===== src/rtl/dice_pkg.sv =====
// rtl/dice_pkg.sv - shared types, face constants and face increment for the dice roller
package dice_pkg;

  typedef enum logic [1:0] {
    IDLE = 2'd0,
    SPIN = 2'd1,
    SLOW = 2'd2
  } roll_state_t;

  localparam logic [3:0] DIE_MIN    = 4'd1;
  localparam logic [3:0] DIE_MAX    = 4'd6;
  localparam logic [3:0] FACE_BLANK = 4'd0;

  // Out-of-range inputs (including blank) land on DIE_MIN so a face is always 1..6
  function automatic logic [3:0] next_face(input logic [3:0] f);
    if (f >= DIE_MAX || f < DIE_MIN) begin
      return DIE_MIN;
    end
    return f + 4'd1;
  endfunction

endpackage


===== src/rtl/sync_edge.sv =====
// rtl/sync_edge.sv - two-flop synchronizer with registered previous level for rise detection
module sync_edge (
  input  logic clk,
  input  logic rst_n,
  input  logic d,
  output logic level,
  output logic rise
);

  logic meta;
  logic sync;
  logic prev;

  always_ff @(posedge clk or negedge rst_n) begin
    if (!rst_n) begin
      meta <= 1'b0;
      sync <= 1'b0;
      prev <= 1'b0;
    end else begin
      meta <= d;
      sync <= meta;
      prev <= sync;
    end
  end

  assign level = sync;
  assign rise  = sync & ~prev;

endmodule


===== src/rtl/dice_roller.sv =====
// rtl/dice_roller.sv - push-button die: spin while held, decelerating settle, then hold the face
module dice_roller
  import dice_pkg::*;
#(
  parameter int TICK_DIV   = 4,
  parameter int SLOW_STEPS = 5
) (
  input  logic       clk,
  input  logic       rst_n,
  input  logic       roll_btn,
  output logic [3:0] value,
  output logic       rolling,
  output logic       done,
  output logic [7:0] roll_count
);

  localparam int CNT_MAX = TICK_DIV * (SLOW_STEPS + 1);
  localparam int CNT_W   = $clog2(CNT_MAX + 1);
  localparam int K_W     = $clog2(SLOW_STEPS + 1);

  localparam logic [CNT_W-1:0] TICK_UNIT = CNT_W'(TICK_DIV);
  localparam logic [CNT_W-1:0] TICK_LAST = CNT_W'(TICK_DIV - 1);
  localparam logic [K_W-1:0]   STEP_LAST = K_W'(SLOW_STEPS - 1);

  logic roll_s;
  logic press;

  roll_state_t      state, state_d;
  logic [CNT_W-1:0] cnt, cnt_d;
  logic [K_W-1:0]   step, step_d;
  logic [3:0]       seed;
  logic [3:0]       value_d;
  logic             rolling_d;
  logic             done_d;
  logic [7:0]       count_d;

  logic [CNT_W-1:0] slow_limit;
  logic             tick_wrap;
  logic             slow_wrap;
  logic             last_step;

  sync_edge u_sync (
    .clk   (clk),
    .rst_n (rst_n),
    .d     (roll_btn),
    .level (roll_s),
    .rise  (press)
  );

  // Step k of the settle phase lasts TICK_DIV*(k+2) cycles, so the die visibly slows down
  assign slow_limit = TICK_UNIT * (CNT_W'(step) + CNT_W'(2)) - CNT_W'(1);
  assign tick_wrap  = (cnt == TICK_LAST);
  assign slow_wrap  = (cnt == slow_limit);
  assign last_step  = (step == STEP_LAST);

  always_ff @(posedge clk or negedge rst_n) begin
    if (!rst_n) begin
      state      <= IDLE;
      cnt        <= '0;
      step       <= '0;
      seed       <= DIE_MIN;
      value      <= FACE_BLANK;
      rolling    <= 1'b0;
      done       <= 1'b0;
      roll_count <= 8'd0;
    end else begin
      state      <= state_d;
      cnt        <= cnt_d;
      step       <= step_d;
      seed       <= next_face(seed);
      value      <= value_d;
      rolling    <= rolling_d;
      done       <= done_d;
      roll_count <= count_d;
    end
  end

  always_comb begin
    state_d = state;
    unique case (state)
      IDLE: begin
        if (press) state_d = SPIN;
      end
      SPIN: begin
        if (!roll_s) state_d = SLOW;
      end
      SLOW: begin
        if (press) begin
          state_d = SPIN;
        end else if (slow_wrap && last_step) begin
          state_d = IDLE;
        end
      end
      default: state_d = IDLE;
    endcase
  end

  always_comb begin
    cnt_d   = cnt;
    step_d  = step;
    value_d = value;
    done_d  = 1'b0;
    count_d = roll_count;
    unique case (state)
      IDLE: begin
        if (press) begin
          value_d = seed;
          cnt_d   = '0;
        end
      end
      SPIN: begin
        // Release wins over a coincident tick so the settle phase starts cleanly
        if (!roll_s) begin
          cnt_d  = '0;
          step_d = '0;
        end else if (tick_wrap) begin
          cnt_d   = '0;
          value_d = next_face(value);
        end else begin
          cnt_d = cnt + CNT_W'(1);
        end
      end
      SLOW: begin
        if (press) begin
          cnt_d = '0;
        end else if (slow_wrap) begin
          cnt_d = '0;
          if (last_step) begin
            value_d = seed;
            done_d  = 1'b1;
            if (roll_count != 8'hFF) count_d = roll_count + 8'd1;
          end else begin
            value_d = next_face(value);
            step_d  = step + K_W'(1);
          end
        end else begin
          cnt_d = cnt + CNT_W'(1);
        end
      end
      default: begin
        cnt_d  = '0;
        step_d = '0;
      end
    endcase
    rolling_d = (state_d != IDLE);
  end

endmodule


===== config.mk =====
export PLATFORM = sky130hd
export DESIGN_NAME = dice_roller
export DESIGN_NICKNAME = d
export VERILOG_FILES = /design/src/rtl/dice_pkg.sv /design/src/rtl/sync_edge.sv /design/src/rtl/dice_roller.sv
export SDC_FILE = /design/constraint.sdc
export NUM_CORES = 1
export LEC_CHECK = 0
export CAP_MARGIN = 25
export CORE_MARGIN = 2
export CORE_UTILIZATION = 40
export CTS_CLUSTER_SIZE = 25
export DETAILED_ROUTE_END_ITERATION = 6
export HOLD_SLACK_MARGIN = 0.1
export PLACE_DENSITY = 0.64
export RECOVER_POWER = 50
export SKIP_LAST_GASP = 1
export SYNTH_ARGS = -nofsm -noshare
export SYNTH_HDL_FRONTEND = slang
export SYNTH_HIERARCHICAL = 1
export SYNTH_SLANG_ARGS = --single-unit

===== constraint.sdc =====
create_clock -name clk -period 6.35 [get_ports clk]
set_clock_uncertainty 0.1 [all_clocks]
set_input_delay 0.635 -clock clk [delete_from_list [all_inputs] [get_ports clk]]
set_output_delay 0.635 -clock clk [all_outputs]
set_load 0.02 [all_outputs]

==> reports/metrics.cfg <==
[route]
wl_met3_um = 104
wl_met1_um = 1640
highest_layer = met4
vias_per_cell = 5.38
vias = 1351
drc = 0
detail-route-antenna-nets = 0
wl_per_cell_um = 13.8
drt_iter0_drc = 74
drtPass1Iterations = 4
wl_um = 3470
dr_wl_met2_um = 1680

[yosys]
syn-mean-instance-area_sq_um = 10.2
synth-seq-cells = 31
syn-num-nets = 194
synth_common_cells = dfrtp_1, ha_1, inv_1, nand2_1, nor2_1
synth_cells = 176
synth_compound_gate_area_share = 0.141
synth_top_area_frac = 0.420
muxShareOfSynthArea = 0.0294
yosysSeqAreaShare = 0.434
synth-async-reset-ratio = 1.00
synthAdderAreaFrac = 0.105
yosys.area_share.simple = 0.190
synth_ff_type = dfrtp_1
synth_top_family_by_area = simple AND/OR/NAND/NOR gates
ys_top_cells_by_area = dfrtp_1, ha_1, xnor2_1
syn_area_sq_mm = 0.00179
yosysMostFrequentCell = dfrtp_1
ys_types = 49
synth-xor-area-share = 0.0671
synth_area_leader_cell = dfrtp_1
ys_warn_count = 6
synth_enable_flop_cells = 0

[clock_network]
cts_tree = done
holdBufCountCts = 0
path_clk_slew_ps = 70
cts_buffer_depth = 2
clk_latency_ps = 280
cts_num_sinks = 31
cts_setup_buffers = 0
cts_repair_resize_count = 0
numCtsBuffers = 5
cts_root_buffer = clkbuf_8
h-tree-depth = 2

[power]
p_seq_frac = 0.328
power_frac_clock = 0.283
p_int_w = 0.000521
p_leak_nw = 0.953
powerDensity_mw_per_mm2 = 379
switching_share = 0.360
combPwrFrac = 0.389
ir_drop_mv = 0.275
power.switching_w = 0.000293

[floorplanning]
io_pins = 17
die_height_um = 70.9
start_util = 0.414
die_w_um = 70.9
rows = 24
die_area_sq_mm = 0.00502
core_area_sq_mm = 0.00432

[cells_and_area]
final_layout_size_suffix_gt1_frac = 0.0905
synthToLayoutAreaGrowth_pct = 20.0
nets = 216
diodes = 0

[sta]
hold_viol = 0
tightest_slew_ps = 1660
slew_violations = 32
tns_ps = 0
rsz0062_at_grt = false
finalSetupViolCount = 0
whs_ps = 253
finalCriticalPeriod_ps = 2390
slew_headroom = -0.107
period_share = 0.376
fmaxAchievable_ghz = 0.418

[placement]
dp_hpwl_um = 2560
io_buffers = 16
gp_congestion = 0.818

[grt]
grt_max_degree = 32
antenna_found_initial = 0
overflow = 0
grtUsageTotal = 0.152
grt_pass1_vias = 1303
grt_first_pass_wirelength_um = 5980

[critical_path]
cp_max_fo = 8
critPathLaunchType = flop
cp.required_ps = 6420
worstPathArrival_ps = 2460
endpoint_kind = flop
critical_path_class = reg -> reg

[status]
outcome = finished with violations
violations = capacitance limit, slew limit

[hold_path]
hold_path_class = reg -> reg

[job]
max_cap_violations = 1

## final cells by class
class                      instances  area, sq um
clock buffer                       5         68.8
fill                             396         2180
multi-input combinational        130          956
timing repair buffer              17          164
sequential                        31          777
tap                               52         65.1
inverter                          13         48.8
clock inverter                     3         67.6
## power groups by stage
stage	Sequential (W)	Combinational, W	Clock (W)
after CTS	0.000267	0.000318	0.000237
after global placement	0.000268	0.000303	0
after global routing	0.000272	0.000355	0.000247
after floorplan	0.000280	0.000215	0
final	0.000267	0.000316	0.000231
after detailed placement	0.000270	0.000317	0
## through the flow
step / setup slack, ps / power (W) / instances / area (sq um) / util
6_report: 3960 / 0.000814 / 251 / 2150 / 0.497
5_1_grt: 3620 / 0.000873 / 251 / 2150 / 0.497
4_1_cts: 3970 / 0.000822 / 251 / 2150 / 0.497
3_5_place_dp: 3960 / 0.000586 / 243 / 2010 / 0.466
3_3_place_gp: 4040 / 0.000571 / 243 / 2010 / 0.466
2_1_floorplan: 4180 / 0.000495 / 176 / 1790 / -
## worst max-delay path, stage by stage, from the launching register on
cell and delay, ps:
dfrtp_1 460, inv_1 70, ha_1 300, xnor2_1 150
nand3_1 270, nor4_4 550, mux2_1 380
## routing by layer
metal  global-route usage  vias up
met2                0.229       16
li1                     -      669
met1                0.199      660
met4               0.0692        0
met3               0.0513        6
met5                    0        -
## layout by cell type (no fill, tap or decap), types with 3 or more instances in the layout
| cell | count |
|---|---|
| a21oi_1 | 6 |
| and3_1 | 3 |
| clkbuf_8 | 5 |
| clkdlybuf4s50_1 | 14 |
| dfrtp_1 | 30 |
| ha_1 | 15 |
| inv_1 | 13 |
| mux2i_1 | 3 |
| nand2_1 | 13 |
| nand3_1 | 5 |
| nand4_1 | 4 |
| nor2_1 | 10 |
| nor3_1 | 6 |
| nor3b_1 | 3 |
| o21ai_0 | 9 |
| xnor2_1 | 8 |
## final timing paths
path / startpoint / end / slack [ps] / depth (start not counted)
setup / recovery: step[1] / roll_count[1] / 3960 / 6
setup reg to reg: step[1] / roll_count[1] / 3960 / 6
min in group asynchronous: rst_n / done / 1210 / 2
hold / removal: u_sync/meta / u_sync/level / 250 / 0
max in group asynchronous: rst_n / value[1] / 3980 / 2
hold reg to reg: u_sync/meta / u_sync/level / 250 / 0
## state kept, by name (all words and copies together), names as in the netlist, 2 cells and up
signal / cells
state: 2
cnt: 5
roll_count: 8
value: 4
seed: 4
step: 3
## kinds of logic (layout without fill, tap and decap cells)
kind of cell    Yosys count  in the layout
compound gates           37             37
xor+xnor                 12             12
fa+ha+maj                15             15
buf+inv                  15             38
flops                    31             31
mux                       5              5
other cells               1              1
simple gates             60             60
(Power assumes the default switching activity.)
